===== src/rtl/mmu_pkg.sv =====
// Shared MMU types and constants: requests/responses, TLB refill entries,
// walker state encodings, Sv32 PTE field positions and fault codes.
package mmu_pkg;

    localparam int SV32_VPN_LVL_WIDTH = 10;

    typedef logic [2:0] ptw_state_e;
    localparam ptw_state_e PTW_IDLE    = 3'd0;
    localparam ptw_state_e PTW_L1_REQ  = 3'd1;
    localparam ptw_state_e PTW_L1_WAIT = 3'd2;
    localparam ptw_state_e PTW_L0_REQ  = 3'd3;
    localparam ptw_state_e PTW_L0_WAIT = 3'd4;
    localparam ptw_state_e PTW_DONE    = 3'd5;

    localparam logic [2:0] FAULT_NONE       = 3'd0;
    localparam logic [2:0] FAULT_INVALID    = 3'd1;
    localparam logic [2:0] FAULT_MISALIGNED = 3'd2;
    localparam logic [2:0] FAULT_NOLEAF     = 3'd3;
    localparam logic [2:0] FAULT_ACCESS     = 3'd4;
    localparam logic [2:0] FAULT_PERM       = 3'd5;

    localparam int PTE_V       = 0;
    localparam int PTE_R       = 1;
    localparam int PTE_W       = 2;
    localparam int PTE_X       = 3;
    localparam int PTE_U       = 4;
    localparam int PTE_G       = 5;
    localparam int PTE_A       = 6;
    localparam int PTE_D       = 7;
    localparam int PTE_PPN_LSB = 10;
    localparam int PTE_PPN_MSB = 31;

    typedef struct packed {
        logic [31:0] vaddr;
        logic        is_write;
        logic        is_fetch;
    } mmu_request_t;

    typedef struct packed {
        logic [31:0] paddr;
        logic        hit;
        logic        fault;
        logic [2:0]  fault_type;
    } mmu_response_t;

    typedef struct packed {
        logic [19:0] vpn;
        logic [19:0] ppn;
        logic        valid;
        logic        d;
        logic        a;
        logic        g;
        logic        u;
        logic        r;
        logic        w;
        logic        x;
        logic [1:0]  rsvd;
    } tlb_entry_t;

endpackage


===== src/rtl/mmu_rr_arbiter.sv =====
// Two-way round-robin arbiter; the port granted last loses the next tie.
module mmu_rr_arbiter (
    input  logic       clk_i,
    input  logic       rst_i,
    input  logic       en_i,
    input  logic [1:0] req_i,
    output logic [1:0] grant_o,
    output logic       grant_id_o
);

    logic prio_q;  // port that wins when both request

    always_comb begin
        grant_id_o = (req_i[0] && req_i[1]) ? prio_q : req_i[1];
        grant_o    = 2'b00;
        if (en_i && (|req_i)) begin
            grant_o = grant_id_o ? 2'b10 : 2'b01;
        end
    end

    always_ff @(posedge clk_i) begin
        if (rst_i) begin
            prio_q <= 1'b0;
        end else if (en_i && (|req_i)) begin
            prio_q <= ~grant_id_o;
        end
    end

endmodule


===== src/rtl/mmu_ptw_ctrl.sv =====
// Sv32 page-table walker shared by ITLB (port 0) and DTLB (port 1): arbitrates
// misses, walks two levels over a single-outstanding read port, returns a refill.
module mmu_ptw_ctrl
    import mmu_pkg::*;
#(
    parameter int NUM_REQ   = 2,
    parameter int PTE_WIDTH = 32
) (
    input  logic                         clk_i,
    input  logic                         rst_i,
    input  logic                         satp_mode_i,
    input  logic [19:0]                  satp_ppn_i,
    input  logic                         flush_i,
    input  logic [NUM_REQ-1:0]           req_valid_i,
    output logic [NUM_REQ-1:0]           req_ready_o,
    input  mmu_request_t [NUM_REQ-1:0]   req_i,
    output logic                         rsp_valid_o,
    output logic                         rsp_id_o,
    output mmu_response_t                rsp_o,
    output tlb_entry_t                   rsp_entry_o,
    output logic                         mem_req_valid_o,
    input  logic                         mem_req_ready_i,
    output logic [31:0]                  mem_addr_o,
    input  logic                         mem_rsp_valid_i,
    input  logic [PTE_WIDTH-1:0]         mem_rdata_i,
    input  logic                         mem_err_i
);

    ptw_state_e    state;
    logic          cur_id;
    mmu_request_t  cur_req;
    logic [19:0]   base_ppn;
    logic          stale;
    mmu_response_t rsp_q;
    tlb_entry_t    entry_q;

    logic [1:0]    grant;
    logic          grant_id;
    mmu_request_t  sel_req;

    logic          lvl1;
    logic [2:0]    chk_ft;
    logic          pte_leaf;
    tlb_entry_t    leaf_entry;
    mmu_response_t leaf_rsp;

    function automatic logic [2:0] pte_fault(input logic [PTE_WIDTH-1:0] pte,
                                             input logic lvl1_f,
                                             input mmu_request_t rq);
        logic leaf;
        logic is_read;
        leaf    = pte[PTE_R] | pte[PTE_X];
        is_read = !rq.is_fetch && !rq.is_write;
        if (!pte[PTE_V] || (pte[PTE_W] && !pte[PTE_R])) return FAULT_INVALID;
        if (pte[PTE_PPN_MSB -: 2] != 2'b00)              return FAULT_ACCESS;
        if (!leaf)                                      return lvl1_f ? FAULT_NONE : FAULT_NOLEAF;
        if (lvl1_f && pte[PTE_PPN_LSB +: SV32_VPN_LVL_WIDTH] != '0) return FAULT_MISALIGNED;
        if ((rq.is_fetch && !pte[PTE_X]) || (rq.is_write && !pte[PTE_W]) ||
            (is_read && !pte[PTE_R]) || !pte[PTE_A] || (rq.is_write && !pte[PTE_D]))
            return FAULT_PERM;
        return FAULT_NONE;
    endfunction

    function automatic mmu_response_t fault_rsp(input logic [2:0] ft);
        mmu_response_t r;
        r            = '0;
        r.fault      = 1'b1;
        r.fault_type = ft;
        return r;
    endfunction

    mmu_rr_arbiter u_arb (
        .clk_i      (clk_i),
        .rst_i      (rst_i),
        .en_i       (state == PTW_IDLE),
        .req_i      (req_valid_i),
        .grant_o    (grant),
        .grant_id_o (grant_id)
    );

    assign sel_req         = req_i[grant_id];
    assign req_ready_o     = grant;
    assign mem_req_valid_o = (state == PTW_L1_REQ) || (state == PTW_L0_REQ);
    assign rsp_valid_o     = (state == PTW_DONE);
    assign rsp_id_o        = (state == PTW_DONE) && cur_id;
    assign rsp_o           = rsp_q;
    assign rsp_entry_o     = entry_q;
    assign lvl1            = (state == PTW_L1_WAIT);

    always_comb begin
        mem_addr_o = '0;
        if (state == PTW_L1_REQ) begin
            mem_addr_o = {satp_ppn_i, cur_req.vaddr[31:22], 2'b00};
        end else if (state == PTW_L0_REQ) begin
            mem_addr_o = {base_ppn, cur_req.vaddr[21:12], 2'b00};
        end
    end

    // Leaf decode of the PTE on the read-data bus; a level-1 leaf is a 4 MiB superpage.
    always_comb begin
        chk_ft           = pte_fault(mem_rdata_i, lvl1, cur_req);
        pte_leaf         = mem_rdata_i[PTE_R] | mem_rdata_i[PTE_X];
        leaf_entry       = '0;
        leaf_entry.vpn   = cur_req.vaddr[31:12];
        leaf_entry.ppn   = lvl1 ? {mem_rdata_i[29:20], cur_req.vaddr[21:12]} : mem_rdata_i[29:10];
        leaf_entry.valid = 1'b1;
        leaf_entry.d     = mem_rdata_i[PTE_D];
        leaf_entry.a     = mem_rdata_i[PTE_A];
        leaf_entry.g     = mem_rdata_i[PTE_G];
        leaf_entry.u     = mem_rdata_i[PTE_U];
        leaf_entry.r     = mem_rdata_i[PTE_R];
        leaf_entry.w     = mem_rdata_i[PTE_W];
        leaf_entry.x     = mem_rdata_i[PTE_X];
        leaf_entry.rsvd  = {1'b0, lvl1};
        leaf_rsp         = '0;
        leaf_rsp.paddr   = {leaf_entry.ppn, cur_req.vaddr[11:0]};
        leaf_rsp.hit     = 1'b1;
    end

    always_ff @(posedge clk_i) begin
        if (rst_i) begin
            state    <= PTW_IDLE;
            cur_id   <= 1'b0;
            cur_req  <= '0;
            base_ppn <= '0;
            stale    <= 1'b0;
            rsp_q    <= '0;
            entry_q  <= '0;
        end else begin
            if (flush_i && state != PTW_IDLE) begin
                stale <= 1'b1;
            end
            case (state)
                PTW_IDLE: begin
                    if (|grant) begin
                        cur_id  <= grant_id;
                        cur_req <= sel_req;
                        if (!satp_mode_i) begin
                            state         <= PTW_DONE;
                            rsp_q         <= '0;
                            rsp_q.paddr   <= sel_req.vaddr;
                            rsp_q.hit     <= 1'b1;
                            entry_q       <= '1;
                            entry_q.vpn   <= sel_req.vaddr[31:12];
                            entry_q.ppn   <= sel_req.vaddr[31:12];
                            entry_q.rsvd  <= 2'b00;
                        end else begin
                            state <= PTW_L1_REQ;
                        end
                    end
                end
                PTW_L1_REQ: if (mem_req_ready_i) state <= PTW_L1_WAIT;
                PTW_L0_REQ: if (mem_req_ready_i) state <= PTW_L0_WAIT;
                PTW_L1_WAIT, PTW_L0_WAIT: begin
                    if (mem_rsp_valid_i) begin
                        // A flush seen at any point during the walk turns the result into a retry.
                        if (stale || flush_i) begin
                            state   <= PTW_DONE;
                            rsp_q   <= '0;
                            entry_q <= '0;
                        end else if (mem_err_i) begin
                            state   <= PTW_DONE;
                            rsp_q   <= fault_rsp(FAULT_ACCESS);
                            entry_q <= '0;
                        end else if (chk_ft != FAULT_NONE) begin
                            state   <= PTW_DONE;
                            rsp_q   <= fault_rsp(chk_ft);
                            entry_q <= '0;
                        end else if (!pte_leaf) begin
                            state    <= PTW_L0_REQ;
                            base_ppn <= mem_rdata_i[29:10];
                        end else begin
                            state   <= PTW_DONE;
                            rsp_q   <= leaf_rsp;
                            entry_q <= leaf_entry;
                        end
                    end
                end
                PTW_DONE: begin
                    state <= PTW_IDLE;
                    stale <= 1'b0;
                end
                default: state <= PTW_IDLE;
            endcase
        end
    end

endmodule


===== config.mk =====
export PLATFORM = sky130hd
export DESIGN_NAME = mmu_ptw_ctrl
export DESIGN_NICKNAME = d
export VERILOG_FILES = /design/src/rtl/mmu_pkg.sv /design/src/rtl/mmu_rr_arbiter.sv /design/src/rtl/mmu_ptw_ctrl.sv
export SDC_FILE = /design/constraint.sdc
export NUM_CORES = 1
export LEC_CHECK = 0
export ABC_CLOCK_PERIOD_IN_PS = 4300
export CAP_MARGIN = 10
export CORE_ASPECT_RATIO = 1.1
export CORE_MARGIN = 8
export CORE_UTILIZATION = 48
export DETAILED_ROUTE_END_ITERATION = 7
export HOLD_SLACK_MARGIN = 0.05
export PLACE_DENSITY = 0.95
export SLEW_MARGIN = 10
export SYNTH_ARGS = -nofsm -noshare
export SYNTH_HDL_FRONTEND = slang
export SYNTH_SLANG_ARGS = --single-unit

===== constraint.sdc =====
create_clock -name clk_i -period 4.3 [get_ports clk_i]
set_input_delay 0.86 -clock clk_i [delete_from_list [all_inputs] [get_ports clk_i]]
set_output_delay 0.86 -clock clk_i [all_outputs]
set_load 0.05 [all_outputs]

After elaboration in Yosys (flattened, before gate mapping)
Cells that the tools add are included.
Operators by class
  bitwise gates (word level): 6
  order comparisons: 1
  eq/ne operators: 11
  reduce and logical (&&, ||, !) cells: 40
  multiplexer cells: 60
Operators with widths (count)
  $mux 50: 7
  $mux 37: 7
  $pmux 50 s2: 1
  $pmux 37 s2: 1
  $mux 34: 2
  $mux 32: 2
  $mux 3: 19
  $mux 1: 16
  $pmux 3 s4: 1
  $logic_and 1x1->1: 11
  $mux 10: 1
  $ne 2x2->1 const B: 5
  $reduce_bool 10->1: 1
  $logic_not 1->1: 8
  $reduce_or 2->1: 4
  $logic_or 1x1->1: 7
  $eq 3x2->1 const B: 2
  $eq 3x3->1 const B: 2
  $mux 2: 3
  $reduce_and 6->1: 1
  $reduce_bool 3->1: 2
  $ne 5x5->1 const B: 1
  $not 1->1: 5
  $reduce_and 5->1: 1
  other kinds (7): 8
Storage, ports and cells
  word-level logic and storage cells: 141
  register bits after elaboration: 147
  output and inout port bits: 124
  input port bits: 129

Logic depth before layout (Yosys ltp)
  word-level depth: 25
  gate-level depth with buffers: 9

By module
A second synthesis with hierarchy kept.
Second synthesis, totals
  cells, all modules: 731
  area, all modules: 6170.9 µm²
By module, submodules not included
  mmu_ptw_ctrl: area an instance 6108.4 µm², sequential area each 2482.4 µm², times used 1, cells an instance 723
  mmu_rr_arbiter: area an instance 62.6 µm², sequential area each 20.0 µm², times used 1, cells an instance 8

Worst setup path after synthesis
Ideal clock, no wire load.
  kind: register to output
  start point: register state[1]
  end point: output rsp_id_o
  arrival time: 2350 ps
  setup slack: 1090 ps
  path buffers: 2
  cell stages (with the launch flop): 5
  cell sequence: dfxtp_1 -> buf_4 -> clkbuf_1 -> nor3_1 -> and2_1
Between the ends
  word-level cells in the longest chain between the ends: 2
RTL lines
  start: declaration: RTL line mmu_ptw_ctrl.sv:29  | ptw_state_e state;
  start signal: assignment: RTL line mmu_ptw_ctrl.sv:122  | state <= PTW_IDLE;
  start signal: assignment: RTL line mmu_ptw_ctrl.sv:139  | state <= PTW_DONE;
  start signal: assignment: RTL line mmu_ptw_ctrl.sv:148  | state <= PTW_L1_REQ;
  $eq 3x3->1
  named net rsp_valid_o: RTL line mmu_ptw_ctrl.sv:17  | output logic rsp_valid_o,
  $logic_and 1x1->1: RTL line mmu_ptw_ctrl.sv:85  | assign rsp_id_o = (state == PTW_DONE) && cur_id;
  end: declaration: RTL line mmu_ptw_ctrl.sv:18  | output logic rsp_id_o,
The timed path passes the listed nets, and every way through them passes these cells.

Worst setup path after layout
  start point: register state[1]
  end point: output mem_addr_o[25]
Between the ends
  word-level cells in the longest chain between the ends: 3
  elaborated cells on any way between the ends: 4
  those cells by class: eq/ne: 2; mux: 2
RTL lines
  $eq 3x2->1: RTL line mmu_ptw_ctrl.sv:94  | end else if (state == PTW_L0_REQ) begin
  $mux 32: RTL line mmu_ptw_ctrl.sv:94
  $mux 32 (*): RTL line mmu_ptw_ctrl.sv:92  | if (state == PTW_L1_REQ) begin
  end: declaration: RTL line mmu_ptw_ctrl.sv:23  | output logic [31:0] mem_addr_o,
Every way passes the cells marked *; elsewhere a longest branch is shown, timed or not.

==> flow_metrics.py <==
metrics = {
    "outcome": {
        "status": "finished, final reports clean",
    },
    "routing": {
        "vias": 7219,
        "drt-vias-per-instance": 5.96,
        "routed_wirelength_um": 24600,
        "ant_nets": 0,
        "drc": 0,
        "wire_per_inst_um": 20.3,
        "first_iter_violations": 804,
        "drtPass1Iterations": 5,
    },
    "worst_setup_path": {
        "critPathKind": "flip-flop to output port",
        "critical_path_required_ns": 3.44,
        "cpMaxStageDelayCell": "clkdlybuf4s50_1",
        "startpoint_type": "flip-flop",
        "cp-end-kind": "output port",
        "crit_fanout": 26,
        "cp.arrival_ns": 2.74,
        "path_cells": "buf_4 -> mux2i_1 -> nor2_1 -> clkdlybuf4s50_1",
        "critPathMaxStageDelay_ns": 0.82,
    },
    "clock_tree": {
        "cts.sinks": 125,
        "clockBufferDepth": 2,
        "cts-resized-gates": 0,
        "path_clk_slew_ns": 0.06,
        "htree_levels": 4,
        "root_buffer": "clkbuf_16",
        "tritoncts": "built",
        "cts_made_buffers": 17,
        "holdBufCountCts": 0,
        "insertion_delay_ns": 0.41,
        "post-cts-setup-buffers": 0,
    },
    "synth": {
        "synth_top_area_share": 0.375,
        "async_reset_ff_frac": 0,
        "synth-seq-area-share": 0.375,
        "syn_area_mm2": 0.00668,
        "synth_ff_type": "dfxtp_1",
        "synth_cell_type_count": 59,
        "synthTopCellsByArea": "dfxtp_1 37%, nor2_1 8.0%, mux2i_1 6.6%",
        "synth_largest_area_cell": "dfxtp_1",
        "avgSynthCellArea_um2": 8.10,
        "syn-instance-count": 824,
        "synth_edf_count": 0,
        "synth_seq_cells": 125,
        "yosysWarningCount": 0,
    },
    "power_and_ir_drop": {
        "clockPowerShare": 0.180,
        "power.density_mw_per_mm2": 879,
        "p_sw_mw": 4.26,
        "vdd_ir_drop_max_uv": 551,
        "leakagePower_nw": 3.54,
        "switching_share": 0.500,
        "comb_power_share": 0.583,
        "p_int_mw": 4.26,
        "p_seq_frac": 0.237,
    },
    "place": {
        "numPortBuffers": 247,
        "dp_hpwl_um": 17200,
        "dp_cells": 1179,
        "gp_congestion": 0.878,
        "place_worst_setup_slack_ns": 0.829,
    },
    "die": {
        "die_h_um": 140,
        "ioPinCount": 253,
        "die_area_mm2": 0.0179,
        "rows": 45,
        "core_area_mm2": 0.0137,
        "dieWidth_um": 128,
        "start_util": 0.488,
    },
    "cells_and_area": {
        "area_growth_pct": 45.3,
        "drive_above_1_share": 0.0997,
        "nets": 1139,
        "utilization": 0.709,
        "fin_cells": 1211,
        "diodes": 0,
    },
    "timing": {
        "tns_ns": 0,
        "slew_viol_final": 0,
        "fmax_ghz": 0.278,
        "worst_clock_skew_ns": 0.00858,
        "finalHoldViolCount": 0,
        "tightest_slew_ns": 0.931,
        "timing.final.crit_share": 0.837,
        "fin_ws_ns": 0.703,
        "fin_crit_ns": 3.60,
        "setup-violations-final": 0,
        "rsz0062_at_grt": "false",
        "maxSlewHeadroom": 0.377,
    },
    "global_route": {
        "grt_pass1_wl_um": 37600,
        "grt_usage": 0.263,
        "grt_pass1_vias": 6944,
        "antenna_found_initial": 0,
        "grt-ovfl-total": 0,
        "grt_max_degree": 65,
    },
    "hold_path": {
        "hold_class": "flip-flop to flip-flop",
    },
    "flow_run": {
        "maxCapViolCount": 0,
    },
}
-- power groups by stage --
stage / clock network, mW / registers, mW / logic (mW)
after floorplan: 0 / 2.88 / 2.54
after global placement: 0 / 2.00 / 4.83
after detailed placement: 0 / 2.03 / 4.92
after CTS: 1.55 / 2.01 / 4.96
after global routing: 1.60 / 2.07 / 5.22
final: 1.53 / 2.02 / 4.97
-- cell families after synthesis --
kind of cell	share of synthesized area
buf+inv	0.0819
other cells	0.000562
simple gates	0.250
xor+xnor	0.00131
compound gates	0.209
flops	0.375
mux	0.0828
-- cells in the mapped netlist (5+ instances only) --
cell      count
buf_2        11
inv_1         5
nand4_2       9
clkbuf_1     53
dfxtp_1     125
a211oi_1     47
a21oi_1      49
buf_1         7
buf_4        26
mux2_2       10
o21a_1       14
nand3b_1     11
mux2i_1      44
nor2_1      142
o21ai_0      13
a211oi_2     20
nand2_1      79
a311oi_1     12
nand3_1      14
nand4_1      46
nor3_1       25
-- cell usage in the layout (no fill, tap or decap), types with 3 or more instances in the layout --
master           synthesis  layout
a211oi_1                47      47
a211oi_2                20      20
a21oi_1                 49      48
a311oi_1                12      12
a31oi_1                  4       4
and2_1                   3       3
buf_12                   0       4
buf_4                   26      18
bufinv_16                0       4
clkbuf_16                0      17
clkdlybuf4s50_1          0     244
clkinv_2                 0       4
conb_1                   1       3
dfxtp_1                125     124
inv_1                    5       5
mux2_2                  10      10
mux2i_1                 44      44
nand2_1                 79      79
nand2b_1                 4       4
nand3_1                 14      14
nand3b_1                11      11
nand4_1                 46      46
nand4_2                  9       9
nor2_1                 142     142
nor3_1                  25      25
o21a_1                  14      14
o21ai_0                 13      13
o22ai_1                  4       4
-- critical path: cells and delay by family (launching register included) --
kind	cells	cell delay (ns)
buf+inv	2	1.29
flops	1	0.74
mux	1	0.14
simple gates	1	0.13
-- stage by stage --
step / instance area (µm²) / hold slack, ns / power (mW)
floorplan: 6680 / 0.432 / 5.42
global placement: 9070 / 0.437 / 6.83
detailed placement: 9070 / 0.446 / 6.95
CTS: 9700 / 0.453 / 8.51
global route: 9700 / 0.466 / 8.89
finish: 9700 / 0.453 / 8.52
-- area by class of cell --
cell class                      count  area (µm²)
Sequential cell                   125        2500
Fill cell                        1002        3980
Timing Repair Buffer              266        2660
Multi-Input combinational cell    593        3650
Clock inverter                     11         164
Inverter                            7        26.3
Clock buffer                       21         460
Tap cell                          188         235
-- state kept, by name (all words and copies together) (netlist names) --
signal,count
cur_req,34
stale,1
rsp_entry_o,28
base_ppn,20
state,3
rsp_o,37
u_arb.prio_q,1
cur_id,1
-- final timing paths --
kind / startpoint / to / slack, ns / cells after the start
setup / recovery: state[1]$_SDFFE_PP0P_ / mem_addr_o[25] / 0.70 / 4
hold / removal: base_ppn[13]$_SDFFE_PP0P_ / base_ppn[13]$_SDFFE_PP0P_ / 0.45 / 2
setup reg to reg: state[1]$_SDFFE_PP0P_ / rsp_entry_o[2]$_SDFFE_PP0P_ / 1.18 / 6
hold reg to reg: base_ppn[13]$_SDFFE_PP0P_ / base_ppn[13]$_SDFFE_PP0P_ / 0.45 / 2
-- layer usage --
layer | wire length, µm | global-route usage | vias up
met4 | 670 | 0.109 | 0
met1 | 9330 | 0.297 | 3434
met5 | 0 | 0 | -
li1 | - | - | 3325
met2 | 12400 | 0.455 | 405
met3 | 2180 | 0.0715 | 55
No activity file was read; power rests on OpenSTA's default activity.
